[config.mk]
export PLATFORM = sky130hd
export DESIGN_NAME = rx_global_ctrl_ml
export DESIGN_NICKNAME = d
export VERILOG_FILES = /design/src/rtl/rx_global_ctrl_ml.sv
export SDC_FILE = /design/constraint.sdc
export NUM_CORES = 1
export LEC_CHECK = 0
export ABC_AREA = 1
export CORE_MARGIN = 2
export CORE_UTILIZATION = 55
export DETAILED_ROUTE_END_ITERATION = 7
export PLACE_DENSITY = 0.75
export RECOVER_POWER = 100
export SKIP_LAST_GASP = 1
export SYNTH_ARGS = -nofsm -noshare
export SYNTH_HDL_FRONTEND = slang
export SYNTH_SLANG_ARGS = --single-unit
[constraint.sdc]
create_clock -name clk_lp_ctrl_i -period 2.4 [get_ports clk_lp_ctrl_i]
set_clock_uncertainty 0.2 [all_clocks]
set_input_delay 0.48 -clock clk_lp_ctrl_i [delete_from_list [all_inputs] [get_ports clk_lp_ctrl_i]]
set_output_delay 0.48 -clock clk_lp_ctrl_i [all_outputs]
set_load 0.005 [all_outputs]
[src/rtl/rx_global_ctrl_ml.sv]
// Receive-side LP/HS control: LP line synchronisation and filtering, clock and data lane
// state machines, lane-aligner sync qualification and sync timeout.
module rx_global_ctrl_ml #(
    parameter int NUM_DLANES   = 4,
    parameter int LP_FILT      = 2,
    parameter int T_CLK_SETTLE = 8,
    parameter int T_HS_SETTLE  = 6,
    parameter int CONT_CLK     = 0,
    parameter int SYNC_TMO     = 1023
) (
    input  logic                    clk_lp_ctrl_i,
    input  logic                    reset_lp_i,
    input  logic                    lp_clk_p_i,
    input  logic                    lp_clk_n_i,
    input  logic [NUM_DLANES-1:0]   lp_d_p_i,
    input  logic [NUM_DLANES-1:0]   lp_d_n_i,
    input  logic                    hs_sync_i,
    output logic                    term_clk_en_o,
    output logic [NUM_DLANES-1:0]   term_d_en_o,
    output logic [NUM_DLANES-1:0]   hs_d_en_o,
    output logic                    hs_sync_o,
    output logic                    sync_err_o,
    output logic [NUM_DLANES-1:0]   lp_err_o,
    output logic [1:0]              lp_hs_state_clk_o,
    output logic [2*NUM_DLANES-1:0] lp_hs_state_d_o
);

    localparam logic [1:0] ST_STOP    = 2'b00;
    localparam logic [1:0] ST_HS_RQST = 2'b01;
    localparam logic [1:0] ST_SETTLE  = 2'b10;
    localparam logic [1:0] ST_HS      = 2'b11;

    localparam logic [1:0] LP00 = 2'b00;
    localparam logic [1:0] LP01 = 2'b01;
    localparam logic [1:0] LP10 = 2'b10;
    localparam logic [1:0] LP11 = 2'b11;

    // Line index map: 0/1 = clock P/N, 2+2k/3+2k = data lane k P/N.
    localparam int NL = 2 + 2 * NUM_DLANES;

    logic [NL-1:0]                  lp_raw, lp_meta, lp_sync, lp_filt;
    logic [NL-1:0][3:0]             filt_cnt;
    logic [1:0]                     clk_lp, clk_state;
    logic [7:0]                     clk_cnt;
    logic [NUM_DLANES-1:0][1:0]     d_lp, d_state;
    logic [NUM_DLANES-1:0][7:0]     d_cnt;
    logic [NUM_DLANES-1:0]          lane_err;
    logic                           all_hs, sync_seen, counting, tmo_hit;
    logic [15:0]                    sync_tmr;

    always_comb begin
        // NOTE: every signal written here gets a default first so no path leaves it unassigned (no latch).
        lp_raw    = '0;
        lp_raw[0] = lp_clk_p_i;
        lp_raw[1] = lp_clk_n_i;
        for (int k = 0; k < NUM_DLANES; k++) begin
            lp_raw[2+2*k] = lp_d_p_i[k];
            lp_raw[3+2*k] = lp_d_n_i[k];
        end
    end

    always_ff @(posedge clk_lp_ctrl_i) begin
        if (reset_lp_i) begin
            lp_meta  <= '1;
            lp_sync  <= '1;
            lp_filt  <= '1;
            filt_cnt <= '0;
        end else begin
            // NOTE: state registers use non-blocking '<=' so all flops update from pre-edge values.
            lp_meta <= lp_raw;
            lp_sync <= lp_meta;
            for (int i = 0; i < NL; i++) begin
                if (lp_sync[i] == lp_filt[i]) begin
                    filt_cnt[i] <= '0;
                end else if (filt_cnt[i] == 4'(LP_FILT - 1)) begin
                    lp_filt[i]  <= lp_sync[i];
                    filt_cnt[i] <= '0;
                end else begin
                    filt_cnt[i] <= filt_cnt[i] + 4'd1;
                end
            end
        end
    end

    always_comb begin
        clk_lp   = {lp_filt[0], lp_filt[1]};
        d_lp     = '0;
        lane_err = '0;
        for (int k = 0; k < NUM_DLANES; k++) begin
            d_lp[k]     = {lp_filt[2+2*k], lp_filt[3+2*k]};
            lane_err[k] = ((d_state[k] == ST_HS_RQST) && (d_lp[k] == LP10)) ||
                          ((d_state[k] == ST_SETTLE) && ((d_lp[k] == LP01) || (d_lp[k] == LP10)));
        end
    end

    always_ff @(posedge clk_lp_ctrl_i) begin
        if (reset_lp_i) begin
            clk_state <= (CONT_CLK != 0) ? ST_HS : ST_STOP;
            clk_cnt   <= '0;
        end else if (CONT_CLK != 0) begin
            clk_state <= ST_HS;
        end else begin
            case (clk_state)
                ST_STOP:    if (clk_lp == LP01) clk_state <= ST_HS_RQST;
                ST_HS_RQST: begin
                    if (clk_lp == LP00) begin
                        clk_state <= ST_SETTLE;
                        clk_cnt   <= '0;
                    end else if (clk_lp[1]) begin
                        clk_state <= ST_STOP;
                    end
                end
                ST_SETTLE: begin
                    // LP11 wins over a settle counter expiring in the same cycle.
                    if (clk_lp == LP11)                         clk_state <= ST_STOP;
                    else if (clk_cnt == 8'(T_CLK_SETTLE - 1))   clk_state <= ST_HS;
                    else                                        clk_cnt   <= clk_cnt + 8'd1;
                end
                default:    if (clk_lp == LP11) clk_state <= ST_STOP;
            endcase
        end
    end

    always_ff @(posedge clk_lp_ctrl_i) begin
        if (reset_lp_i) begin
            d_state  <= '0;
            d_cnt    <= '0;
            lp_err_o <= '0;
        end else begin
            for (int k = 0; k < NUM_DLANES; k++) begin
                lp_err_o[k] <= lane_err[k];
                if ((clk_state != ST_HS) || tmo_hit || lane_err[k]) begin
                    d_state[k] <= ST_STOP;
                end else begin
                    case (d_state[k])
                        ST_STOP:    if (d_lp[k] == LP01) d_state[k] <= ST_HS_RQST;
                        ST_HS_RQST: begin
                            if (d_lp[k] == LP00) begin
                                d_state[k] <= ST_SETTLE;
                                d_cnt[k]   <= '0;
                            end else if (d_lp[k] == LP11) begin
                                d_state[k] <= ST_STOP;
                            end
                        end
                        ST_SETTLE: begin
                            if (d_lp[k] == LP11)                      d_state[k] <= ST_STOP;
                            else if (d_cnt[k] == 8'(T_HS_SETTLE - 1)) d_state[k] <= ST_HS;
                            else                                      d_cnt[k]   <= d_cnt[k] + 8'd1;
                        end
                        default:    if (d_lp[k] == LP11) d_state[k] <= ST_STOP;
                    endcase
                end
            end
        end
    end

    // The timer runs only while the whole burst is in HS and no sync has been seen yet.
    assign all_hs   = &hs_d_en_o;
    assign counting = all_hs && !sync_seen && !hs_sync_i;
    assign tmo_hit  = counting && (sync_tmr == 16'(SYNC_TMO - 1));

    always_ff @(posedge clk_lp_ctrl_i) begin
        if (reset_lp_i) begin
            hs_sync_o  <= 1'b0;
            sync_err_o <= 1'b0;
            sync_seen  <= 1'b0;
            sync_tmr   <= '0;
        end else begin
            hs_sync_o  <= hs_sync_i && all_hs;
            sync_err_o <= tmo_hit;
            if (!all_hs) begin
                sync_seen <= 1'b0;
                sync_tmr  <= '0;
            end else begin
                if (hs_sync_i) sync_seen <= 1'b1;
                if (counting && (sync_tmr != 16'hFFFF)) sync_tmr <= sync_tmr + 16'd1;
            end
        end
    end

    always_comb begin
        term_clk_en_o     = clk_state[1];
        lp_hs_state_clk_o = clk_state;
        lp_hs_state_d_o   = d_state;
        term_d_en_o       = '0;
        hs_d_en_o         = '0;
        for (int k = 0; k < NUM_DLANES; k++) begin
            term_d_en_o[k] = d_state[k][1];
            hs_d_en_o[k]   = &d_state[k];
        end
    end

endmodule

==> flow_metrics.tcl, run 1 <==
set metrics [dict create \
    yosys-top-cells-area "dfxtp_1 (38%), ha_1 (11%), nand2_1 (8.8%), nor2_1 (7.8%), inv_1 (5.9%)" \
    core_area_um2 13300 \
    cp-end-kind "output port" \
    vias 6320 \
    grt_pass1_vias 5625 \
    finalSetupTns_ns 0 \
    syn-cell-area_um2 7560 \
    placed_cells 1232 \
    synthFlopType "dfxtp_1" \
    path_class "reg2out" \
    maxSlewViolCount 0 \
    dieArea_um2 14700 \
    status "finished clean" \
    relSlewSlack_pct 31.4 \
    clock-root-buffer "clkbuf_16" \
    num_rows 42 \
    hpwl_um 10200 \
    ant_nets 0 \
    dr.first_iter.drc_count 362 \
    wirelength_um 14300 \
    diodes 0 \
    die_h_um 121 \
    p_leak_nw 3.53 \
    grt_pass1_wl_um 24700 \
    antenna_found_initial 0 \
    clk_pin_slew_ns 0.06 \
    viasPerCell 5.01 \
    crit_chain "ha_1 > dlygate4sd3_1" \
    grt_max_degree 52 \
    worstPathRequired_ns 1.72 \
    synth-warning-count 0 \
    slowest_delay_ns 0.57 \
    grt_util_all_layers_pct 20.5 \
    layout.nets 1155 \
    syn_area_per_cell_um2 7.42 \
    synth_top_cell_area_share_pct 37.8 \
    wl_per_cell_um 11.3 \
    netlist_top_cells_count "nand2_1 (177), nor2_1 (158), dfxtp_1 (143)" \
    grt_setup_unrepaired "no" \
    placed_area_um2 8180 \
    synth_cells 1019 \
    portBuffers 37 \
    post_cts_buffers 0 \
    cts_inserted_buffers 17 \
    drive_above_1_share_pct 7.83 \
    insertion_delay_ns 0.41 \
    htree_levels 4 \
    clock.fmax_mhz 439 \
    finalCriticalPeriod_ns 2.28 \
    dr.pass1.iters 4 \
    stdcell_count 1262 \
    ys_async_sr_fraction_pct 0 \
    gp_congestion 0.861 \
    ys_types 33 \
    io_pins 38 \
    seq_area_frac_synth_pct 37.8 \
    chipWidth_um 121 \
    hold_viol 0 \
    vdd_drop_max_mv 0.495 \
    cap_violations 0 \
    fillerInstances 1168 \
    cp_slowest_cell "dlygate4sd3_1" \
    crit_arrival_ns 1.60 \
    numClockSinks 143 \
    worst_slew_pin_slew_ns 1.03 \
    yosysTopAreaCell "dfxtp_1" \
    synth_nets 1099 \
    cts_buffer_depth 2 \
    cp_max_fo 4 \
    grt_overflow 0 \
    fin_crit_sh_pct 94.9 \
    setup_viol 0 \
    synth-seq-cells 143 \
    yosysMostFrequentCell "nand2_1" \
    cts_tree "yes" \
    holdCritPathClass "in2reg" \
    powerDensity_nw_per_um2 605 \
    syn2layout_area_growth_pct 15.3 \
    synth-edff-count 0 \
    final_area_um2 8720 \
    crit_path_start_kind "flip-flop" \
    ctsResizeCount 0 \
    drc_errors 0 \
    ctsHoldBuffers 0 \
    start_util_pct 56.7 \
]
-- power by group --
group,internal (mW),total (mW),switching (mW)
Combinational,0.0957,0.220,0.124
Sequential,2.42,2.46,0.0450
Clock,1.62,2.60,0.978
Total,4.13,5.28,1.15
-- through the flow --
stage / util (%) / hold WS, ns / power, mW / setup slack [ns]
2_1_floorplan: - / 0.189 / 2.66 / 0.522
5_1_grt: 65.3 / 0.148 / 5.49 / 0.0565
3_5_place_dp: 61.3 / 0.193 / 2.74 / 0.0875
6_report: 65.3 / 0.133 / 5.28 / 0.121
3_3_place_gp: 61.3 / 0.192 / 2.73 / 0.0940
4_1_cts: 65.6 / 0.0761 / 5.33 / 0.168
-- layer usage --
| layer | wire, um | up-vias | global-route usage [%] |
|---|---|---|---|
| li1 | - | 3353 | - |
| met1 | 7170 | 2834 | 28.0 |
| met2 | 6400 | 117 | 32.2 |
| met3 | 560 | 16 | 4.28 |
| met4 | 165 | 0 | 7.11 |
| met5 | 0 | - | 0 |
-- worst max-delay path, delay by kind of cell, from the launching register on --
kind | cells | cell delay (ns)
DFF | 1 | 0.40
adders and majority gates | 1 | 0.21
buffers and inverters | 1 | 0.57
-- cell type report --
| cell class | instances | area, um^2 | area share [%] |
|---|---|---|---|
| multi-input cells | 728 | 4080 | 46.8 |
| flip-flops and latches | 143 | 2860 | 32.8 |
| repair buffers | 58 | 505 | 5.80 |
| inverters | 127 | 477 | 5.47 |
| clock buffers | 19 | 433 | 4.96 |
| well taps | 176 | 220 | 2.53 |
| clock inverters | 11 | 144 | 1.65 |
-- cell usage in the layout, fill, tap and decap left out, types with 6 or more instances in the layout --
cell / Yosys / layout
a21oi_1: 57 / 57
buf_4: 5 / 12
clkbuf_1: 7 / 10
clkbuf_16: 0 / 17
clkdlybuf4s50_1: 0 / 16
dfxtp_1: 143 / 143
dlygate4sd3_1: 0 / 20
ha_1: 67 / 67
inv_1: 119 / 121
inv_2: 8 / 6
nand2_1: 177 / 177
nand3_1: 74 / 74
nand4_1: 11 / 11
nor2_1: 158 / 161
nor3_1: 19 / 19
o21ai_0: 51 / 52
or2_2: 21 / 21
xnor2_1: 15 / 15
xor2_1: 33 / 33
-- cells by family after synthesis --
family | count (synthesis) | share of synthesized area, %
AOI/OAI and AO/OA | 124 | 8.83
xor gates and xnor gates | 48 | 5.56
adders and majority gates | 67 | 11.1
buffers and inverters | 148 | 8.14
DFF | 143 | 37.8
and+or+nand+nor | 489 | 28.5
-- flip-flops by register name (all words and copies together), names as in the netlist --
| signal | count |
|---|---|
| sync_err_o | 1 |
| sync_tmr | 16 |
| lp_filt | 10 |
| lp_hs_state_clk_o | 2 |
| lp_sync | 10 |
| clk_cnt | 8 |
| lp_err_o | 4 |
| lp_meta | 10 |
| filt_cnt | 40 |
| d_cnt | 32 |
| lp_hs_state_d_o | 8 |
| sync_seen | 1 |
| hs_sync_o | 1 |
-- worst paths after layout --
| kind | endpoint | start | slack, ns | cells after the start |
|---|---|---|---|---|
| setup / recovery | hs_d_en_o[0] | lp_hs_state_d_o[0] | 0.12 | 2 |
| setup reg to reg | d_cnt[13] | lp_hs_state_d_o[3] | 0.26 | 11 |
| hold reg to reg | lp_sync[2] | lp_meta[2] | 0.21 | 1 |
| hold / removal | lp_err_o[1] | reset_lp_i | 0.13 | 2 |
Note: power is estimated with default switching activity, not from simulation.
==> run 2: changes to the inputs <==
--- a/config.mk
+++ b/config.mk
@@ -8,9 +8,11 @@
 export ABC_AREA = 1
 export CORE_MARGIN = 2
 export CORE_UTILIZATION = 55
+export CTS_CLUSTER_SIZE = 40
 export DETAILED_ROUTE_END_ITERATION = 7
 export PLACE_DENSITY = 0.75
 export RECOVER_POWER = 100
+export REMOVE_ABC_BUFFERS = 1
 export SKIP_LAST_GASP = 1
 export SYNTH_ARGS = -nofsm -noshare
 export SYNTH_HDL_FRONTEND = slang
==> run 2 against run 1 <==
  * Clock power fell by 2%
  * Die area is the same
  * Wire length down 1.4%
  * Sequential power is essentially flat
  * Critical path depth unchanged
  * Flip-flop and latch count unchanged
  * Global-route usage is essentially flat
  * Count of clock-buffer cells in the layout increased by 1
==> flow_metrics.tcl, run 2 (synthesized netlist as in run 1, its figures left out) <==
set metrics [dict create \
    status "finished clean" \
    cts_tree "yes" \
    seqPwrFrac_pct 46.9 \
    fin_crit_sh_pct 94.2 \
    chipWidth_um 121 \
    gp_congestion 0.872 \
    hold_viol 0 \
    cts_inserted_buffers 17 \
    ctsResizeCount 0 \
    cp-end-kind "output port" \
    io_pins 38 \
    cts_buffer_depth 2 \
    top_usage_layer "met2" \
    portBuffers 37 \
    path_class "reg2out" \
    layout.nets 1152 \
    grt_pass1_vias 5681 \
    powerDensity_nw_per_um2 604 \
    largest_reg_flops 40 \
    insertion_delay_ns 0.41 \
    worst_slew_pin_slew_ns 0.737 \
    hold_ws_ns 0.205 \
    clock-root-buffer "clkbuf_16" \
    final_common_cell "nand2_1" \
    p_leak_nw 3.52 \
    numClockSinks 143 \
    htree_levels 4 \
    vias 6281 \
    grt_max_degree 28 \
    antenna_found_initial 0 \
    p_switching_mw 1.13 \
    drive_above_1_share_pct 8.12 \
    use_met2_pct 34.2 \
    slowest_delay_ns 0.56 \
    ctsHoldBuffers 0 \
    dr.first_iter.drc_count 370 \
    p_int_mw 4.11 \
    placed_area_um2 8150 \
    crit_family "buffers and inverters" \
    clock.fmax_mhz 442 \
    cp_max_fo 7 \
    syn2layout_area_growth_pct 14.8 \
    grt_setup_unrepaired "no" \
    maxSlewViolCount 0 \
    crit_chain "clkbuf_1 > clkdlybuf4s50_1" \
    final_cell_mix "nand2_1 (177), nor2_1 (162), dfxtp_1 (143)" \
    core_area_um2 13300 \
    relSlewSlack_pct 50.8 \
    diodes 0 \
    dr.pass1.iters 5 \
    cap_violations 0 \
    num_rows 42 \
    wl_per_cell_um 11.2 \
    grt_overflow 0 \
    ant_nets 0 \
    final_area_um2 8680 \
    die_h_um 121 \
    dieArea_um2 14700 \
    start_util_pct 56.7 \
    holdCritPathClass "reg2reg" \
    crit_arrival_ns 1.58 \
    hpwl_um 10000 \
    netSwitchingFraction_pct 21.5 \
    reg_top3 "filt_cnt (40), d_cnt (32), sync_tmr (16)" \
    post_cts_buffers 0 \
    vdd_drop_max_mv 0.462 \
    setup_viol 0 \
    path_buf_inv 2 \
    top_register "filt_cnt" \
    grtUsageMet1_pct 26.1 \
    viasPerCell 4.98 \
    cp_slowest_cell "clkdlybuf4s50_1" \
    power_frac_comb_pct 4.3 \
    clock_power_share_pct 48.8 \
    crit_path_start_kind "flip-flop" \
    grt_util_all_layers_pct 20.5 \
    drc_errors 0 \
    worstPathRequired_ns 1.72 \
    grt_pass1_wl_um 24600 \
    wirelength_um 14100 \
    finalCriticalPeriod_ns 2.26 \
    use_met3_pct 4.84 \
    clk_pin_slew_ns 0.06 \
    finalSetupTns_ns 0 \
]
## run 2: per-layer routing
| metal | vias up | share of wire (%) |
|---|---|---|
| met5 | - | 0 |
| met4 | 0 | 1.5 |
| met3 | 19 | 3.0 |
| met2 | 80 | 47 |
| met1 | 2842 | 49 |
| li1 | 3340 | - |
## run 2: power groups by stage
stage	Sequential, mW	Combinational [mW]	Clock [mW]
finish	2.46	0.225	2.56
global route	2.46	0.260	2.72
CTS	2.46	0.233	2.61
detailed placement	2.51	0.228	0
global placement	2.51	0.222	0
floorplan	2.51	0.142	0
## run 2: cell type report
class | instances | area, um^2
clock buffers | 20 | 467
inverters | 127 | 477
clock inverters | 11 | 114
repair buffers | 55 | 479
multi-input cells | 728 | 4060
well taps | 176 | 220
flip-flops and latches | 143 | 2860
fillers | 1210 | 4670
## run 2: path summary, 6_finish.rpt
kind	endpoint	slack, ns	cells after the start	startpoint
max	lp_hs_state_d_o[7]	0.14	2	lp_hs_state_d_o[7]
min	lp_sync[0]	0.20	1	lp_meta[0]
max reg2reg	d_cnt[13]	0.23	8	lp_hs_state_d_o[2]
min reg2reg	lp_sync[0]	0.20	1	lp_meta[0]
## run 2: worst register-to-register path, stage by stage, from the launching register on
cell     delay, ns
dfxtp_1       0.42
inv_1         0.09
ha_1          0.26
a22o_1        0.22
inv_1         0.14
nand3_2       0.15
nor2_2        0.36
nand2_1       0.12
a21oi_1       0.16
## run 2: per-stage QoR
| stage | power, mW | std cells | util, % | worst slack [ns] |
|---|---|---|---|---|
| 2_1_floorplan | 2.65 | 998 | - | 0.485 |
| 3_3_place_gp | 2.73 | 1229 | 61.0 | 0.111 |
| 3_5_place_dp | 2.74 | 1229 | 61.0 | 0.0571 |
| 4_1_cts | 5.30 | 1260 | 65.4 | 0.143 |
| 5_1_grt | 5.44 | 1260 | 65.0 | 0.0291 |
| 6_report | 5.24 | 1260 | 65.0 | 0.140 |
==> run 3: changes to the inputs <==
==> constraint.sdc (replaced) <==
create_clock -name clk_lp_ctrl_i -period 2.5 [get_ports clk_lp_ctrl_i]
set_clock_uncertainty 0.2 [all_clocks]
set_input_delay 0.5 -clock clk_lp_ctrl_i [delete_from_list [all_inputs] [get_ports clk_lp_ctrl_i]]
set_output_delay 0.5 -clock clk_lp_ctrl_i [all_outputs]
set_load 0.005 [all_outputs]
==> run 3 against run 2 <==
  * Hold slack improved by 0.0032 ns
  * Core utilization barely moved
  * First-iteration DRC count rose by 16%
  * Critical endpoint is now hs_d_en_o[2]
  * Largest cell class unchanged
==> flow_metrics.tcl, run 3 (synthesized netlist as in run 1, its figures left out) <==
set metrics [dict create \
    status "finished clean" \
    ant_nets 0 \
    rrSetupSlack_ns 0.20 \
    relSlewSlack_pct 6.91 \
    cp_max_fo 6 \
    worst_hold_path.num_cells 1 \
    setup_viol 0 \
    path_class "reg2out" \
    power_mw 5.22 \
    chipWidth_um 121 \
    use_met3_pct 4.23 \
    portBuffers 37 \
    start_util_pct 56.7 \
    grt_pass1_vias 5716 \
    drive_above_1_share_pct 7.70 \
    maxSlewViolCount 0 \
    grt_pass1_wl_um 24800 \
    cts_inserted_buffers 17 \
    cap_violations 0 \
    num_rows 42 \
    cts_tree "yes" \
    layout.nets 1145 \
    placed_cells 1222 \
    holdCritPathClass "reg2reg" \
    p_leak_nw 3.52 \
    finalSetupTns_ns 0 \
    antenna_found_initial 0 \
    crit_path_start_kind "flip-flop" \
    utilization_pct 65.0 \
    reg2reg_depth 11 \
    grt_setup_unrepaired "no" \
    core_area_um2 13300 \
    die_h_um 121 \
    dr.first_iter.drc_count 428 \
    diodes 0 \
    hpwl_um 10000 \
    powerDensity_nw_per_um2 601 \
    ctsResizeCount 0 \
    r2r-end "d_cnt[0]" \
    syn2layout_area_growth_pct 14.7 \
    grt_overflow 0 \
    vdd_drop_max_mv 0.568 \
    clock.fmax_mhz 417 \
    grt_util_all_layers_pct 20.6 \
    min_to "lp_sync[3]" \
    grt_max_degree 30 \
    reg_top3 "filt_cnt (40), d_cnt (32), sync_tmr (16)" \
    viasPerCell 5.01 \
    vias 6283 \
    cts_buffer_depth 2 \
    io_pins 38 \
    worst_slack_ns 0.103 \
    gp_congestion 0.916 \
    use_met2_pct 34.4 \
    final_cell_mix "nand2_1 (177), nor2_1 (158), dfxtp_1 (143)" \
    htree_levels 4 \
    wirelength_um 14200 \
    top_register "filt_cnt" \
    drc_errors 0 \
    fillerInstances 1169 \
    min_from "lp_meta[3]" \
    cp-end-kind "output port" \
    stdcell_count 1254 \
    wl_per_cell_um 11.3 \
    grtUsageMet1_pct 26.1 \
    insertion_delay_ns 0.42 \
    largest_reg_flops 40 \
    worstPathRequired_ns 1.80 \
    top_usage_layer "met2" \
    reg2reg_from "lp_hs_state_d_o[4]" \
    hold_viol 0 \
    dr.pass1.iters 5 \
    final_common_cell "nand2_1" \
    crit_arrival_ns 1.70 \
    ctsHoldBuffers 0 \
    place_ws_ns 0.159 \
    numClockSinks 143 \
    clock-root-buffer "clkbuf_16" \
    dieArea_um2 14700 \
    post_cts_buffers 0 \
    worst_slew_pin_slew_ns 1.40 \
    clk_pin_slew_ns 0.06 \
    finalCriticalPeriod_ns 2.40 \
    fin_crit_sh_pct 95.9 \
]
-- run 3: report_power, final --
group / total [mW] / switching, mW / internal (mW) / leakage (nW)
combinational: 0.213 / 0.121 / 0.0923 / 2.06
sequential: 2.36 / 0.0429 / 2.32 / 1.16
clock: 2.64 / 0.970 / 1.67 / 0.300
-- run 3: routing by layer --
layer,part of all wire (%),vias up
met1,48,2806
met3,3.8,23
met2,46,122
met4,1.9,0
li1,-,3332
met5,0,-
-- run 3: per-stage QoR --
stage,cell area [um^2],hold slack [ns]
final,8680,0.208
after floorplan,7420,0.189
after global placement,8090,0.191
after CTS,8710,0.208
after global routing,8680,0.223
after detailed placement,8090,0.194
-- run 3: worst max-delay path by stage --
stage	startpoint	depth (start not counted)	slack (ns)	endpoint
after floorplan	lp_filt[8]	9	0.59	d_cnt[26]
after global placement	hs_sync_i	9	0.20	sync_tmr[2]
after detailed placement	hs_sync_i	9	0.16	d_cnt[9]
after CTS	lp_hs_state_d_o[4]	2	0.15	hs_d_en_o[2]
after global routing	lp_hs_state_d_o[4]	2	0.04	hs_d_en_o[2]
final	lp_hs_state_d_o[4]	2	0.10	hs_d_en_o[2]
-- run 3: area by class of cell --
class	instances	area [um^2]	share of cell area, %
clock inverter	14	190	2.19
multi-input combinational	728	4070	46.9
sequential	143	2860	33.0
inverter	127	477	5.49
clock buffer	18	429	4.95
timing repair buffer	48	429	4.95
tap	176	220	2.54
-- run 3: critical path: stages (launching register included) --
cell	delay (ns)
dfxtp_1	0.47
ha_1	0.23
dlygate4sd3_1	0.57
